File: config.mk
export PLATFORM = sky130hd
export DESIGN_NAME = uart_tx_typed_chunk_arbiter
export DESIGN_NICKNAME = d
export VERILOG_FILES = /design/src/rtl/uart_chunk_pkg.sv /design/src/rtl/uart_tx_typed_chunk_arbiter_rr_arbiter.sv /design/src/rtl/uart_tx_typed_chunk_arbiter.sv
export SDC_FILE = /design/constraint.sdc
export NUM_CORES = 1
export LEC_CHECK = 0
export ABC_AREA = 1
export CAP_MARGIN = 20
export CORE_MARGIN = 3
export CORE_UTILIZATION = 50
export CTS_BUF_LIST = sky130_fd_sc_hd__clkbuf_16
export DETAILED_ROUTE_END_ITERATION = 12
export PLACE_DENSITY = 0.93
export SYNTH_ARGS = -nofsm -noshare
export SYNTH_HDL_FRONTEND = slang
export SYNTH_SLANG_ARGS = --single-unit
File: constraint.sdc
create_clock -name CLK -period 5.4 [get_ports CLK]
set_clock_uncertainty 0.1 [all_clocks]
set_input_delay 0.81 -clock CLK [delete_from_list [all_inputs] [get_ports CLK]]
set_output_delay 0.81 -clock CLK [all_outputs]
set_load 0.02 [all_outputs]
File: src/rtl/uart_chunk_pkg.sv
// Shared framing constants, phase and state encodings for the chunk arbiter.
package uart_chunk_pkg;

   // Framing bytes
   localparam logic [7:0] ESC      = 8'h00;
   localparam logic [7:0] EOC      = 8'h01;
   localparam logic [7:0] MIN_TYPE = 8'h02;

   // Which part of the frame the next LOAD emits
   typedef enum logic [2:0] {
      PH_HDR_ESC  = 3'd0,
      PH_HDR_TYPE = 3'd1,
      PH_PAYLOAD  = 3'd2,
      PH_EOC_ESC  = 3'd3,
      PH_EOC_VAL  = 3'd4
   } phase_e;

   // Framing FSM states
   typedef enum logic [2:0] {
      ST_IDLE    = 3'd0,
      ST_LOAD    = 3'd1,
      ST_TRIGGER = 3'd2,
      ST_GUARD   = 3'd3,
      ST_WAIT    = 3'd4
   } state_e;

   // Types 0x00 and 0x01 collide with the escape/end-of-chunk markers
   function automatic logic is_legal_type(input logic [7:0] chunk_type);
      return (chunk_type >= MIN_TYPE);
   endfunction

endpackage

File: src/rtl/uart_tx_typed_chunk_arbiter_rr_arbiter.sv
// Round-robin arbiter: first requester at or after the pointer wins; the
// pointer moves just past the winner whenever the grant is consumed.
module rr_arbiter #(
   parameter int NUM_CHANNELS  = 2,
   parameter int CH_INDEX_SIZE = 1
) (
   input  logic                     CLK,
   input  logic                     RST_N,
   input  logic [NUM_CHANNELS-1:0]  req,
   input  logic                     advance,
   output logic                     grant_valid,
   output logic [NUM_CHANNELS-1:0]  grant_onehot,
   output logic [CH_INDEX_SIZE-1:0] grant_idx
);

   logic [CH_INDEX_SIZE-1:0] ptr_r;
   logic                     grant_valid_s;
   logic [NUM_CHANNELS-1:0]  grant_onehot_s;
   logic [CH_INDEX_SIZE-1:0] grant_idx_s;

   // Channel index `offset` positions after `base`, modulo the channel count
   function automatic logic [CH_INDEX_SIZE-1:0] wrap_idx(input logic [CH_INDEX_SIZE-1:0] base,
                                                          input int offset);
      return CH_INDEX_SIZE'((int'(base) + offset) % NUM_CHANNELS);
   endfunction

   // Search from the farthest offset down so the nearest requester wins last
   always_comb begin
      grant_valid_s  = 1'b0;
      grant_idx_s    = {CH_INDEX_SIZE{1'b0}};
      grant_onehot_s = {NUM_CHANNELS{1'b0}};
      for (int off = NUM_CHANNELS - 1; off >= 0; off--) begin
         grant_valid_s = grant_valid_s | req[wrap_idx(ptr_r, off)];
         grant_idx_s   = req[wrap_idx(ptr_r, off)] ? wrap_idx(ptr_r, off) : grant_idx_s;
      end
      for (int c = 0; c < NUM_CHANNELS; c++) begin
         grant_onehot_s[c] = grant_valid_s && (grant_idx_s == CH_INDEX_SIZE'(c));
      end
   end

   // Pointer register; channel 0 has top priority out of reset
   always_ff @(posedge CLK or negedge RST_N) begin
      if (!RST_N) begin
         ptr_r <= {CH_INDEX_SIZE{1'b0}};
      end else if (advance && grant_valid_s) begin
         ptr_r <= wrap_idx(grant_idx_s, 1);
      end else begin
         ptr_r <= ptr_r;
      end
   end

   assign grant_valid  = grant_valid_s;
   assign grant_onehot = grant_onehot_s;
   assign grant_idx    = grant_idx_s;

endmodule

File: src/rtl/uart_tx_typed_chunk_arbiter.sv
// Multi-channel typed chunk sender: arbitrates producers, snapshots one chunk
// and frames it as 00 TYPE <payload, 00 doubled> 00 01 towards a UART TX.
module uart_tx_typed_chunk_arbiter
   import uart_chunk_pkg::*;
#(
   parameter int NUM_CHANNELS      = 2,
   parameter int BUFFER_BYTE_SIZE  = 8,
   parameter int BUFFER_INDEX_SIZE = 8,
   parameter int CH_INDEX_SIZE     = 1
) (
   input  logic                                       CLK,
   input  logic                                       RST_N,
   input  logic [NUM_CHANNELS-1:0]                    chunk_valid,
   input  logic [NUM_CHANNELS*BUFFER_INDEX_SIZE-1:0]  chunk_byte_size,
   input  logic [NUM_CHANNELS*BUFFER_BYTE_SIZE*8-1:0] chunk_bytes,
   input  logic [NUM_CHANNELS*8-1:0]                  chunk_type,
   output logic [NUM_CHANNELS-1:0]                    chunk_accept,
   output logic [NUM_CHANNELS-1:0]                    type_error,
   output logic                                       tx_start,
   output logic [7:0]                                 tx_data,
   input  logic                                       tx_done,
   output logic                                       busy,
   output logic [CH_INDEX_SIZE-1:0]                   active_channel
);

   localparam int BB = BUFFER_BYTE_SIZE;
   localparam int IW = BUFFER_INDEX_SIZE;
   localparam logic [IW-1:0] MAX_SIZE = IW'(BUFFER_BYTE_SIZE);

   // Registered state and outputs
   state_e                   state_r,   state_nxt_s;
   phase_e                   phase_r,   phase_nxt_s;
   logic [7:0]               buf_r      [BB];
   logic [7:0]               buf_nxt_s  [BB];
   logic [7:0]               type_r,    type_nxt_s;
   logic [IW-1:0]            size_r,    size_nxt_s;
   logic [IW-1:0]            idx_r,     idx_nxt_s;
   logic                     esc_pend_r, esc_pend_nxt_s;
   logic [NUM_CHANNELS-1:0]  accept_r,  accept_nxt_s;
   logic [NUM_CHANNELS-1:0]  type_err_r, type_err_nxt_s;
   logic                     tx_start_r, tx_start_nxt_s;
   logic [7:0]               tx_data_r, tx_data_nxt_s;
   logic                     busy_r,    busy_nxt_s;
   logic [CH_INDEX_SIZE-1:0] active_ch_r, active_ch_nxt_s;

   // Arbiter and capture-path signals
   logic [NUM_CHANNELS-1:0]  req_s;
   logic                     advance_s;
   logic                     grant_valid_s;
   logic [NUM_CHANNELS-1:0]  grant_onehot_s;
   logic [CH_INDEX_SIZE-1:0] grant_idx_s;
   logic [BB*8-1:0]          sel_bytes_s;
   logic [7:0]               sel_type_s;
   logic [IW-1:0]            sel_size_s;
   logic [7:0]               cur_byte_s;
   logic [IW-1:0]            idx_inc_s;

   // A channel whose accept pulse is on the wire still holds valid this cycle;
   // mask it so a rejected chunk is not granted a second time.
   assign req_s     = chunk_valid & ~accept_r;
   assign advance_s = (state_r == ST_IDLE);
   assign idx_inc_s = idx_r + IW'(1);

   rr_arbiter #(
      .NUM_CHANNELS  (NUM_CHANNELS),
      .CH_INDEX_SIZE (CH_INDEX_SIZE)
   ) u_rr_arbiter (
      .CLK          (CLK),
      .RST_N        (RST_N),
      .req          (req_s),
      .advance      (advance_s),
      .grant_valid  (grant_valid_s),
      .grant_onehot (grant_onehot_s),
      .grant_idx    (grant_idx_s)
   );

   // Select the granted channel's slices and the payload byte at the index
   always_comb begin
      sel_bytes_s = {(BB*8){1'b0}};
      sel_type_s  = 8'h00;
      sel_size_s  = {IW{1'b0}};
      cur_byte_s  = 8'h00;
      for (int c = 0; c < NUM_CHANNELS; c++) begin
         sel_bytes_s = (grant_idx_s == CH_INDEX_SIZE'(c)) ? chunk_bytes[c*BB*8 +: BB*8] : sel_bytes_s;
         sel_type_s  = (grant_idx_s == CH_INDEX_SIZE'(c)) ? chunk_type[c*8 +: 8]        : sel_type_s;
         sel_size_s  = (grant_idx_s == CH_INDEX_SIZE'(c)) ? chunk_byte_size[c*IW +: IW] : sel_size_s;
      end
      for (int i = 0; i < BB; i++) begin
         cur_byte_s = (idx_r == IW'(i)) ? buf_r[i] : cur_byte_s;
      end
   end

   // Next-state and next-output logic of the framing FSM
   always_comb begin
      state_nxt_s     = state_r;
      phase_nxt_s     = phase_r;
      buf_nxt_s       = buf_r;
      type_nxt_s      = type_r;
      size_nxt_s      = size_r;
      idx_nxt_s       = idx_r;
      esc_pend_nxt_s  = esc_pend_r;
      accept_nxt_s    = {NUM_CHANNELS{1'b0}};
      type_err_nxt_s  = {NUM_CHANNELS{1'b0}};
      tx_start_nxt_s  = 1'b0;
      tx_data_nxt_s   = tx_data_r;
      busy_nxt_s      = busy_r;
      active_ch_nxt_s = active_ch_r;

      case (state_r)
         ST_IDLE: begin
            if (grant_valid_s) begin
               accept_nxt_s = grant_onehot_s;
               if (!is_legal_type(sel_type_s)) begin
                  type_err_nxt_s = grant_onehot_s;
                  state_nxt_s    = ST_IDLE;
               end else begin
                  for (int i = 0; i < BB; i++) begin
                     buf_nxt_s[i] = sel_bytes_s[i*8 +: 8];
                  end
                  type_nxt_s      = sel_type_s;
                  size_nxt_s      = (sel_size_s > MAX_SIZE) ? MAX_SIZE : sel_size_s;
                  idx_nxt_s       = {IW{1'b0}};
                  esc_pend_nxt_s  = 1'b0;
                  phase_nxt_s     = PH_HDR_ESC;
                  busy_nxt_s      = 1'b1;
                  active_ch_nxt_s = grant_idx_s;
                  state_nxt_s     = ST_LOAD;
               end
            end else begin
               state_nxt_s = ST_IDLE;
            end
         end

         ST_LOAD: begin
            case (phase_r)
               PH_HDR_ESC:  tx_data_nxt_s = ESC;
               PH_HDR_TYPE: tx_data_nxt_s = type_r;
               PH_PAYLOAD:  tx_data_nxt_s = cur_byte_s;
               PH_EOC_ESC:  tx_data_nxt_s = ESC;
               PH_EOC_VAL:  tx_data_nxt_s = EOC;
               default:     tx_data_nxt_s = ESC;
            endcase
            tx_start_nxt_s = 1'b1;
            state_nxt_s    = ST_TRIGGER;
         end

         ST_TRIGGER: state_nxt_s = ST_GUARD;

         // tx_done may still show the previous idle level here
         ST_GUARD: state_nxt_s = ST_WAIT;

         ST_WAIT: begin
            if (tx_done) begin
               state_nxt_s = ST_LOAD;
               case (phase_r)
                  PH_HDR_ESC:  phase_nxt_s = PH_HDR_TYPE;
                  PH_HDR_TYPE: phase_nxt_s = (size_r == {IW{1'b0}}) ? PH_EOC_ESC : PH_PAYLOAD;
                  PH_PAYLOAD: begin
                     if (esc_pend_r) begin
                        esc_pend_nxt_s = 1'b0;
                        idx_nxt_s      = idx_inc_s;
                        phase_nxt_s    = (idx_inc_s == size_r) ? PH_EOC_ESC : PH_PAYLOAD;
                     end else if (cur_byte_s == ESC) begin
                        esc_pend_nxt_s = 1'b1;
                     end else begin
                        idx_nxt_s   = idx_inc_s;
                        phase_nxt_s = (idx_inc_s == size_r) ? PH_EOC_ESC : PH_PAYLOAD;
                     end
                  end
                  PH_EOC_ESC:  phase_nxt_s = PH_EOC_VAL;
                  PH_EOC_VAL: begin
                     busy_nxt_s  = 1'b0;
                     state_nxt_s = ST_IDLE;
                  end
                  default: begin
                     busy_nxt_s  = 1'b0;
                     state_nxt_s = ST_IDLE;
                  end
               endcase
            end else begin
               state_nxt_s = ST_WAIT;
            end
         end

         default: begin
            busy_nxt_s  = 1'b0;
            state_nxt_s = ST_IDLE;
         end
      endcase
   end

   // State, snapshot buffer and output registers
   always_ff @(posedge CLK or negedge RST_N) begin
      if (!RST_N) begin
         state_r     <= ST_IDLE;
         phase_r     <= PH_HDR_ESC;
         for (int i = 0; i < BB; i++) begin
            buf_r[i] <= 8'h00;
         end
         type_r      <= 8'h00;
         size_r      <= {IW{1'b0}};
         idx_r       <= {IW{1'b0}};
         esc_pend_r  <= 1'b0;
         accept_r    <= {NUM_CHANNELS{1'b0}};
         type_err_r  <= {NUM_CHANNELS{1'b0}};
         tx_start_r  <= 1'b0;
         tx_data_r   <= 8'h00;
         busy_r      <= 1'b0;
         active_ch_r <= {CH_INDEX_SIZE{1'b0}};
      end else begin
         state_r     <= state_nxt_s;
         phase_r     <= phase_nxt_s;
         buf_r       <= buf_nxt_s;
         type_r      <= type_nxt_s;
         size_r      <= size_nxt_s;
         idx_r       <= idx_nxt_s;
         esc_pend_r  <= esc_pend_nxt_s;
         accept_r    <= accept_nxt_s;
         type_err_r  <= type_err_nxt_s;
         tx_start_r  <= tx_start_nxt_s;
         tx_data_r   <= tx_data_nxt_s;
         busy_r      <= busy_nxt_s;
         active_ch_r <= active_ch_nxt_s;
      end
   end

   assign chunk_accept   = accept_r;
   assign type_error     = type_err_r;
   assign tx_start       = tx_start_r;
   assign tx_data        = tx_data_r;
   assign busy           = busy_r;
   assign active_channel = active_ch_r;

endmodule
==> results.toml, run 1 <==
[status]
outcome = "finished, final reports clean"

[layout]
area_delta_synth_final_pct = 36.16
final_layout_size_suffix_gt1_frac = 0.05828
diodes = 0
final_core_util = 0.7112
fin_nets = 1142

[clock_tree]
cts_made_buffers = 9
clock-root-buffer = "clkbuf_16"
clockBufferDepth = 2
cts.clk_slew.worst_paths_ns = 0.09
post-cts-setup-buffer-count = 0
clk-insertion-delay-late_ns = 0.36
cts.sinks = 111
htreeDepth = 3
cts_tree = "yes"
hold_buffers = 0
post_cts_resized = 0

[synthesis]
synthCells = 813
ys_top_cells_by_area = "dfrtp_1 (46%), nand2_1 (17%), nor2_1 (7.1%), a31oi_1 (6.8%), inv_1 (2.9%)"
synth_top_area_frac = 0.4579
yosys_warnings = 0
avgSynthCellArea_um2 = 7.461
synth_seq_cells = 111
yosys-top-cells-count = "nand2_1 (268), nor2_1 (115), dfrtp_1 (111), a31oi_1 (66), inv_1 (47)"
synthMostInstantiatedCell = "nand2_1"
synth_top_flop_cell = "dfrtp_1"
synth_edf_count = 0
synth_cell_type_count = 42
synthArstFlopShare = 1.000
yosysTopAreaCell = "dfrtp_1"
synth_nets = 982
netlist_area_um2 = 6066
ys_seq_area_frac = 0.4579

[power_and_ir_drop]
internal_power_mw = 2.156
p_leak_nw = 3.688
p_switching_mw = 1.605
p_clk_frac = 0.181
vdd_ir_drop_max_mv = 0.3129
p_comb_frac = 0.449
power_frac_seq = 0.371
finalPower_mw = 3.761
switching_share = 0.4267
p_per_area_nw_per_um2 = 455.3

[floorplanning]
dieArea_um2 = 13490
start_util = 0.5223
die_w_um = 116.1
die_h_um = 116.1
io_pins = 180
num_rows = 39
core_area_um2 = 11610

[global_routing]
grt_antenna_before_repair = 0
overflow = 0
track_usage = 0.2535
grt_max_degree = 91
grt_pass1_vias = 5890
grt_pass1_wl_mm = 27.48

[timing]
slew_violations = 0
min_period_ns = 3.730
fin_ws_ns = 1.670
max_slew.worst_pin.slew_ns = 0.9619
finalCritPeriodShare = 0.6908
fmax_mhz = 268.1
finalHoldViolations = 0
maxSlewHeadroom = 0.3565
tns_ns = 0
whs_ns = 0.1792
setup_viol = 0
rsz0062_at_grt = "no"

[critical_path]
startpoint_type = "input pin"
critical_path_peak_fanout = 47
r2r_start = "chunk_accept[0]"
worstSetupEndpointType = "flop"
required_ns = 5.57
worst-setup-path-type = "in -> reg"
regToRegSetupSlack_ns = 2.18
critPathLaunch = "chunk_valid[1]"
cp_data_arrival_time_ns = 3.90

[run]
cap_violations = 0

[min_path]
min_path_type = "in -> async"

[routing]
drtIter0Drc = 415
drc_errors = 0
vias = 5985
wl_mm = 16.56
dr.pass1.iters = 5
vias_per_cell = 5.339
avgRoutedWirePerCell_um = 14.77
ant_nets = 0

[placement]
gp_congestion = 0.8807
place_ws_ns = 1.313
dpl.hpwl_mm = 12.26
portBuffers = 179
==> path summary, 6_finish.rpt <==
path	endpoint	cells after the start
max	idx_r[5]	14
min in group CLK	esc_pend_r	1
min reg2reg	esc_pend_r	1
max reg2reg	buf_r[24]	11
min	buf_r[57]	1
max in group asynchronous	state_r[1]	3
==> power groups by stage <==
| stage | clock network [mW] | registers (mW) | logic, mW |
|---|---|---|---|
| floorplan | 0 | 1.37 | 1.13 |
| global placement | 0 | 1.39 | 1.58 |
| detailed placement | 0 | 1.40 | 1.66 |
| CTS | 0.677 | 1.39 | 1.68 |
| global route | 0.716 | 1.43 | 1.91 |
| finish | 0.680 | 1.39 | 1.69 |
==> state kept, by name, summed over array words and instances, names as in the netlist <==
signal              cells
esc_pend_r              1
active_channel          1
type_error              2
buf_r                  64
state_r                 3
tx_data                 8
u_rr_arbiter.ptr_r      1
type_r                  8
phase_r                 3
busy                    1
idx_r                   8
tx_start                1
size_r                  8
chunk_accept            2
==> logic make-up after synthesis <==
| kind of cell | Yosys count | synth area share |
|---|---|---|
| compound gates | 128 | 0.1250 |
| fa+ha+maj | 4 | 0.008251 |
| mux | 6 | 0.009901 |
| simple gates | 461 | 0.3187 |
| xor+xnor | 13 | 0.01877 |
| buf+inv | 90 | 0.06147 |
| flops | 111 | 0.4579 |
==> routing by layer <==
layer  vias to the layer above  GRT usage  share of wire  wire [um]
met5                         -          0              0          0
met4                         0    0.08043          0.021        352
met3                        30    0.04093          0.071       1175
met2                       251     0.4254           0.50       8228
met1                      2739     0.3395           0.41       6804
li1                       2965          -              -          -
==> area by class of cell <==
type	instances	area, um^2
inverters	53	201.4
clock buffers	9	225.2
flip-flops and latches	111	2778
multi-input cells	612	2915
clock inverters	7	81.33
repair buffers	186	1879
fillers	870	3354
well taps	143	178.9
==> worst max-delay path, stage by stage <==
cell and delay (ns):
clkdlybuf4s50_1 0.45, inv_1 0.03, nor2_1 0.15, nand2_2 0.57, mux2i_1 0.45, nand2_1 0.09
nor2_1 0.14, nand4_1 0.19, nand2_1 0.19, buf_4 0.25, a22oi_1 0.16, nand2_4 0.23
nand2_1 0.07, o21ai_1 0.09
==> cell usage in the layout (no fill, tap or decap), types with 3 or more instances in the layout <==
cell type,netlist,final
clkbuf_16,0,9
a31oi_1,66,66
nor2_2,8,8
or2_0,3,3
nor2_1,115,115
nor3_4,3,3
nor3_1,7,7
o21ai_1,4,4
dfrtp_1,111,111
xor2_1,12,12
inv_1,47,46
a21oi_1,24,24
nand4_1,5,5
or2_2,10,10
inv_2,3,4
nand2_1,268,268
nand3_1,28,28
o32ai_1,3,3
buf_4,1,5
o21ai_0,23,23
clkdlybuf4s50_1,0,178
ha_1,4,4
mux2i_1,6,6
==> metrics by stage <==
stage	cells	cell area (um^2)
floorplan	813	6066
global placement	1102	7893
detailed placement	1103	7920
CTS	1119	8227
global route	1121	8259
finish	1121	8259
No activity file was read; power rests on OpenSTA's default activity.
==> run 2: changes to the inputs <==
--- a/config.mk
+++ b/config.mk
@@ -8,10 +8,10 @@
 export ABC_AREA = 1
 export CAP_MARGIN = 20
 export CORE_MARGIN = 3
-export CORE_UTILIZATION = 50
+export CORE_UTILIZATION = 43
 export CTS_BUF_LIST = sky130_fd_sc_hd__clkbuf_16
 export DETAILED_ROUTE_END_ITERATION = 12
-export PLACE_DENSITY = 0.93
+export PLACE_DENSITY = 0.86
 export SYNTH_ARGS = -nofsm -noshare
 export SYNTH_HDL_FRONTEND = slang
 export SYNTH_SLANG_ARGS = --single-unit
==> constraint.sdc (replaced) <==
create_clock -name CLK -period 3.2 [get_ports CLK]
set_clock_uncertainty 0.1 [all_clocks]
set_input_delay 0.48 -clock CLK [delete_from_list [all_inputs] [get_ports CLK]]
set_output_delay 0.48 -clock CLK [all_outputs]
set_load 0.02 [all_outputs]
==> run 2 against run 1 <==
Against the previous run: design area rose by 1.1%; count of clock-buffer cells in the layout unchanged; clock power grew 75%; power grew 71%; worst setup slack got worse by 1.3 ns; sequential power rose by 68%; final cell count up 3.5%; core utilization is 9.3 points lower; combinational power up 72%; via count shrank 0.80%; critical path type is now reg -> reg; critical endpoint is now idx_r[2].
==> results.toml, run 2 (same netlist as run 1, synthesis figures left out) <==
[placement]
dpl.hpwl_mm = 13.01
placedCellCount = 1144
portBuffers = 179
gp_congestion = 0.8755
post_dp_cell_area_um2 = 8039

[layout]
final_core_util = 0.6184
final_layout_size_suffix_gt1_frac = 0.06199
final_cell_mix = "nand2_1 (268), clkdlybuf4s50_1 (178), nor2_1 (115)"
fill_cells = 1168
fin_nets = 1148
area_delta_synth_final_pct = 37.69
mostFrequentLayoutCell = "nand2_1"
diodes = 0
final_cell_area_um2 = 8352
largest_reg_flops = 64
final_cell_count_no_fill = 1160
multiInputGateArea_um2 = 2915
top_register = "buf_r"
register_area_um2 = 2778

[floorplanning]
start_util = 0.4491
num_rows = 42
core_area_um2 = 13510
die_h_um = 124.8
io_pins = 180
dieArea_um2 = 15570
die_w_um = 124.8

[power_and_ir_drop]
p_switching_mw = 2.630
p_per_area_nw_per_um2 = 771.1
switching_share = 0.4084
p_leak_nw = 3.712
p_comb_frac = 0.451
internal_power_mw = 3.810
power_frac_seq = 0.364
vdd_ir_drop_max_mv = 0.4061
p_clk_frac = 0.185

[critical_path]
required_ns = 3.33
cp_data_arrival_time_ns = 3.00
cpPeakStageDelay_ns = 0.45
r2r_start = "idx_r[0]"
critical_path_peak_fanout = 17
critPathLaunch = "idx_r[0]"
startpoint_type = "flop"
worstSetupEndpointType = "flop"
worstPathCellList = "inv_1, ha_1, nand2_1, nor2_4, inv_2, or2_0, nand3_1, nand3_1, nand2_1, nand2_1, a21oi_1, nand2_1, nor2_2, nand2_2, nand2_4, o21ai_0"
crit_slowest_cell = "dfrtp_1"
crit_top_cell = "nand2_1"
worst-setup-path-type = "reg -> reg"

[timing]
setup_viol = 0
tns_ns = 0
max_slew.worst_pin.slew_ns = 0.8460
finalCritPeriodShare = 0.8975
fmax_mhz = 348.2
slew_violations = 0
finalHoldViolations = 0
whs_ns = 0.1188
rsz0062_at_grt = "no"
min_period_ns = 2.872
maxSlewHeadroom = 0.4317

[routing]
vias_per_cell = 5.118
wl_mm = 16.98
vias = 5937
drtIter0Drc = 374
drc_errors = 0
avgRoutedWirePerCell_um = 14.64
ant_nets = 0
dr.pass1.iters = 7

[clock_tree]
htreeDepth = 3
post_cts_resized = 0
cts.sinks = 111
clk-insertion-delay-late_ns = 0.36
clockBufferDepth = 2
cts_tree = "yes"
post-cts-setup-buffer-count = 0
cts_made_buffers = 9
cts.clk_slew.worst_paths_ns = 0.07
hold_buffers = 0
clock-root-buffer = "clkbuf_16"

[global_routing]
track_usage = 0.2220
grt_antenna_before_repair = 0
grt_pass1_vias = 5916
grt_max_degree = 69
grt_pass1_wl_mm = 28.28
overflow = 0

[status]
outcome = "finished, final reports clean"

[run]
cap_violations = 0

[min_path]
min_path_type = "in -> async"
## run 2: critical path: cells and delay by family (launching register included)
family          cells  cell delay (ns)
flops               1             0.45
fa+ha+maj           1             0.21
buf+inv             2             0.27
compound gates      2             0.41
simple gates       11             1.31
## run 2: metal layers
| metal | wire length (um) | share of wire | track usage |
|---|---|---|---|
| met1 | 7214 | 0.42 | 0.2807 |
| met2 | 8238 | 0.49 | 0.3696 |
| met3 | 1026 | 0.060 | 0.04545 |
| met4 | 503 | 0.030 | 0.09413 |
| met5 | 0 | 0 | 0 |
## run 2: through the flow
step                      total power [mW]  setup WS, ns
after global routing                 6.946       0.04651
final                                6.440        0.3282
after detailed placement             5.275        0.2952
after floorplan                      4.221        0.8751
after global placement               5.169        0.3634
after CTS                            6.466        0.3483
## run 2: power groups by stage
stage	Clock [mW]	Sequential, mW	Combinational, mW
after floorplan	0	2.31	1.91
after global placement	0	2.35	2.82
after detailed placement	0	2.36	2.91
after CTS	1.21	2.34	2.92
after global routing	1.26	2.41	3.27
final	1.19	2.34	2.91
## run 2: worst paths after layout
| check | depth (start not counted) | end | slack, ns |
|---|---|---|---|
| max | 16 | idx_r[2] | 0.33 |
| min | 1 | buf_r[15] | 0.12 |
| max reg2reg | 16 | idx_r[2] | 0.33 |
| min reg2reg | 2 | tx_data[7] | 0.38 |
| max in group asynchronous | 2 | idx_r[6] | 2.10 |
| min in group CLK | 2 | tx_data[7] | 0.38 |
## run 2: layout make-up
cell class / count / area share
clock inverter: 7 / 0.01049
timing repair buffer: 192 / 0.2304
inverter: 53 / 0.02412
tap: 176 / 0.02637
multi-input combinational: 612 / 0.3491
clock buffer: 9 / 0.02697
sequential: 111 / 0.3326
==> run 3: changes to the inputs <==
--- a/config.mk
+++ b/config.mk
@@ -6,8 +6,8 @@
 export NUM_CORES = 1
 export LEC_CHECK = 0
 export ABC_AREA = 1
+export ABC_CLOCK_PERIOD_IN_PS = 3200
 export CAP_MARGIN = 20
-export CORE_MARGIN = 3
 export CORE_UTILIZATION = 43
 export CTS_BUF_LIST = sky130_fd_sc_hd__clkbuf_16
 export DETAILED_ROUTE_END_ITERATION = 12
==> run 3 against run 2 <==
Against the previous run: design area decreased by 0.58%; non-clock buffer count decreased by 1; worst hold slack got worse by 0.017 ns; largest cell class unchanged; critical path type unchanged; clock power decreased by 9%; count of clock-buffer cells in the layout unchanged; sequential power about the same; register-to-register slack got worse by 0.08 ns.
==> results.toml, run 3 (same netlist as run 1, synthesis figures left out) <==
[critical_path]
worstPathCellList = "inv_1, ha_1, nand2_1, nor2_4, inv_2, or2_0, nand3_1, nand3_1, nand2_1, nand2_1, a21oi_1, nand2_1, nor2_2, nand3_1, nand2_1, nand2_1, nand2_1"
cp_data_arrival_time_ns = 3.14
required_ns = 3.38
crit_slowest_cell = "dfrtp_1"
critPathTopFamily = "simple AND/OR/NAND/NOR gates"
critical_path_peak_fanout = 11
worst-setup-path-type = "reg -> reg"
startpoint_type = "flop"
cpPeakStageDelay_ns = 0.46
critPathBufInv = 2
crit_top_cell = "nand2_1"
worstSetupEndpointType = "flop"

[timing]
maxSlewHeadroom = 0.3803
tns_ns = 0
min_period_ns = 2.953
fmax_mhz = 338.7
finalCritPeriodShare = 0.9228
finalHoldViolations = 0
max_slew.worst_pin.slew_ns = 0.9224
whs_ns = 0.1022
setup_viol = 0
rsz0062_at_grt = "no"
slew_violations = 0

[layout]
final_cell_count_no_fill = 1162
largest_reg_flops = 64
final_cell_mix = "nand2_1 (268), clkdlybuf4s50_1 (178), nor2_1 (115)"
diodes = 0
mostFrequentLayoutCell = "nand2_1"
final_core_util = 0.6005
final_layout_size_suffix_gt1_frac = 0.05906
fin_nets = 1147
top_register = "buf_r"
final_cell_area_um2 = 8303
area_delta_synth_final_pct = 36.88

[global_routing]
grt_antenna_before_repair = 0
grt_pass1_wl_mm = 26.68
grt_max_degree = 83
track_usage = 0.2317
grt_pass1_vias = 5631
overflow = 0

[power_and_ir_drop]
p_clk_frac = 0.172
p_switching_mw = 2.587
p_comb_frac = 0.456
power_frac_seq = 0.372
switching_share = 0.4117
p_per_area_nw_per_um2 = 756.8
internal_power_mw = 3.697
p_leak_nw = 3.694
vdd_ir_drop_max_mv = 0.4441

[placement]
post_dp_cell_area_um2 = 8024
dpl.hpwl_mm = 12.29
placedCellCount = 1147
portBuffers = 179
gp_congestion = 0.8484

[routing]
drtIter0Drc = 484
vias_per_cell = 5.114
wl_mm = 16.28
ant_nets = 0
dr.pass1.iters = 6
avgRoutedWirePerCell_um = 14.01
drc_errors = 0
vias = 5943

[floorplanning]
die_h_um = 120.8
num_rows = 43
core_area_um2 = 13830
die_w_um = 120.8
dieArea_um2 = 14590
io_pins = 180
start_util = 0.4387

[clock_tree]
htreeDepth = 3
cts_made_buffers = 9
clock-root-buffer = "clkbuf_16"
post_cts_resized = 0
clockBufferDepth = 2
cts.clk_slew.worst_paths_ns = 0.07
clk-insertion-delay-late_ns = 0.35
hold_buffers = 0
cts_tree = "yes"
cts.sinks = 111
post-cts-setup-buffer-count = 0

[run]
cap_violations = 0

[status]
outcome = "finished, final reports clean"

[min_path]
min_path_type = "in -> async"
==> run 3: cell count changes in the layout (fill, tap and decap cells not counted) <==
cell        change
buf_12          -1
inv_1           +1
bufinv_16       -1
clkinvlp_4      -1
==> run 3: area by class of cell <==
type / count / area, um^2
tap: 180 / 225.2
timing repair buffer: 191 / 1904
multi-input combinational: 612 / 2915
fill: 1200 / 5524
clock inverter: 6 / 53.80
clock buffer: 9 / 225.2
sequential: 111 / 2778
inverter: 53 / 201.4
==> run 3: layer usage <==
metal	global-route usage	wire, um	up-vias
li1	-	-	2971
met3	0.04623	992	22
met1	0.2945	7029	2721
met5	0	0	-
met4	0.06250	272	0
met2	0.4009	7985	229
==> run 3: path summary, 6_finish.rpt <==
| path | to | slack [ns] | from | cells past startpoint |
|---|---|---|---|---|
| max | phase_r[0] | 0.25 | idx_r[0] | 17 |
| min | u_rr_arbiter.ptr_r | 0.10 | RST_N | 1 |
| max reg2reg | phase_r[0] | 0.25 | idx_r[0] | 17 |
| min reg2reg | tx_data[7] | 0.39 | tx_data[7] | 2 |
| max in group asynchronous | buf_r[16] | 2.11 | RST_N | 2 |
| min in group CLK | tx_data[7] | 0.39 | tx_data[7] | 2 |
==> run 3: per-stage QoR <==
step / power, mW / setup slack (ns)
finish: 6.284 / 0.2471
global route: 6.788 / 0.03208
CTS: 6.301 / 0.3267
detailed placement: 5.208 / 0.2248
global placement: 5.116 / 0.3712
floorplan: 4.221 / 0.8751
==> run 3: power groups by stage <==
stage	registers [mW]	logic [mW]	clock network (mW)
after floorplan	2.31	1.91	0
after global placement	2.34	2.77	0
after detailed placement	2.36	2.85	0
after CTS	2.34	2.87	1.09
after global routing	2.40	3.24	1.14
final	2.34	2.87	1.08
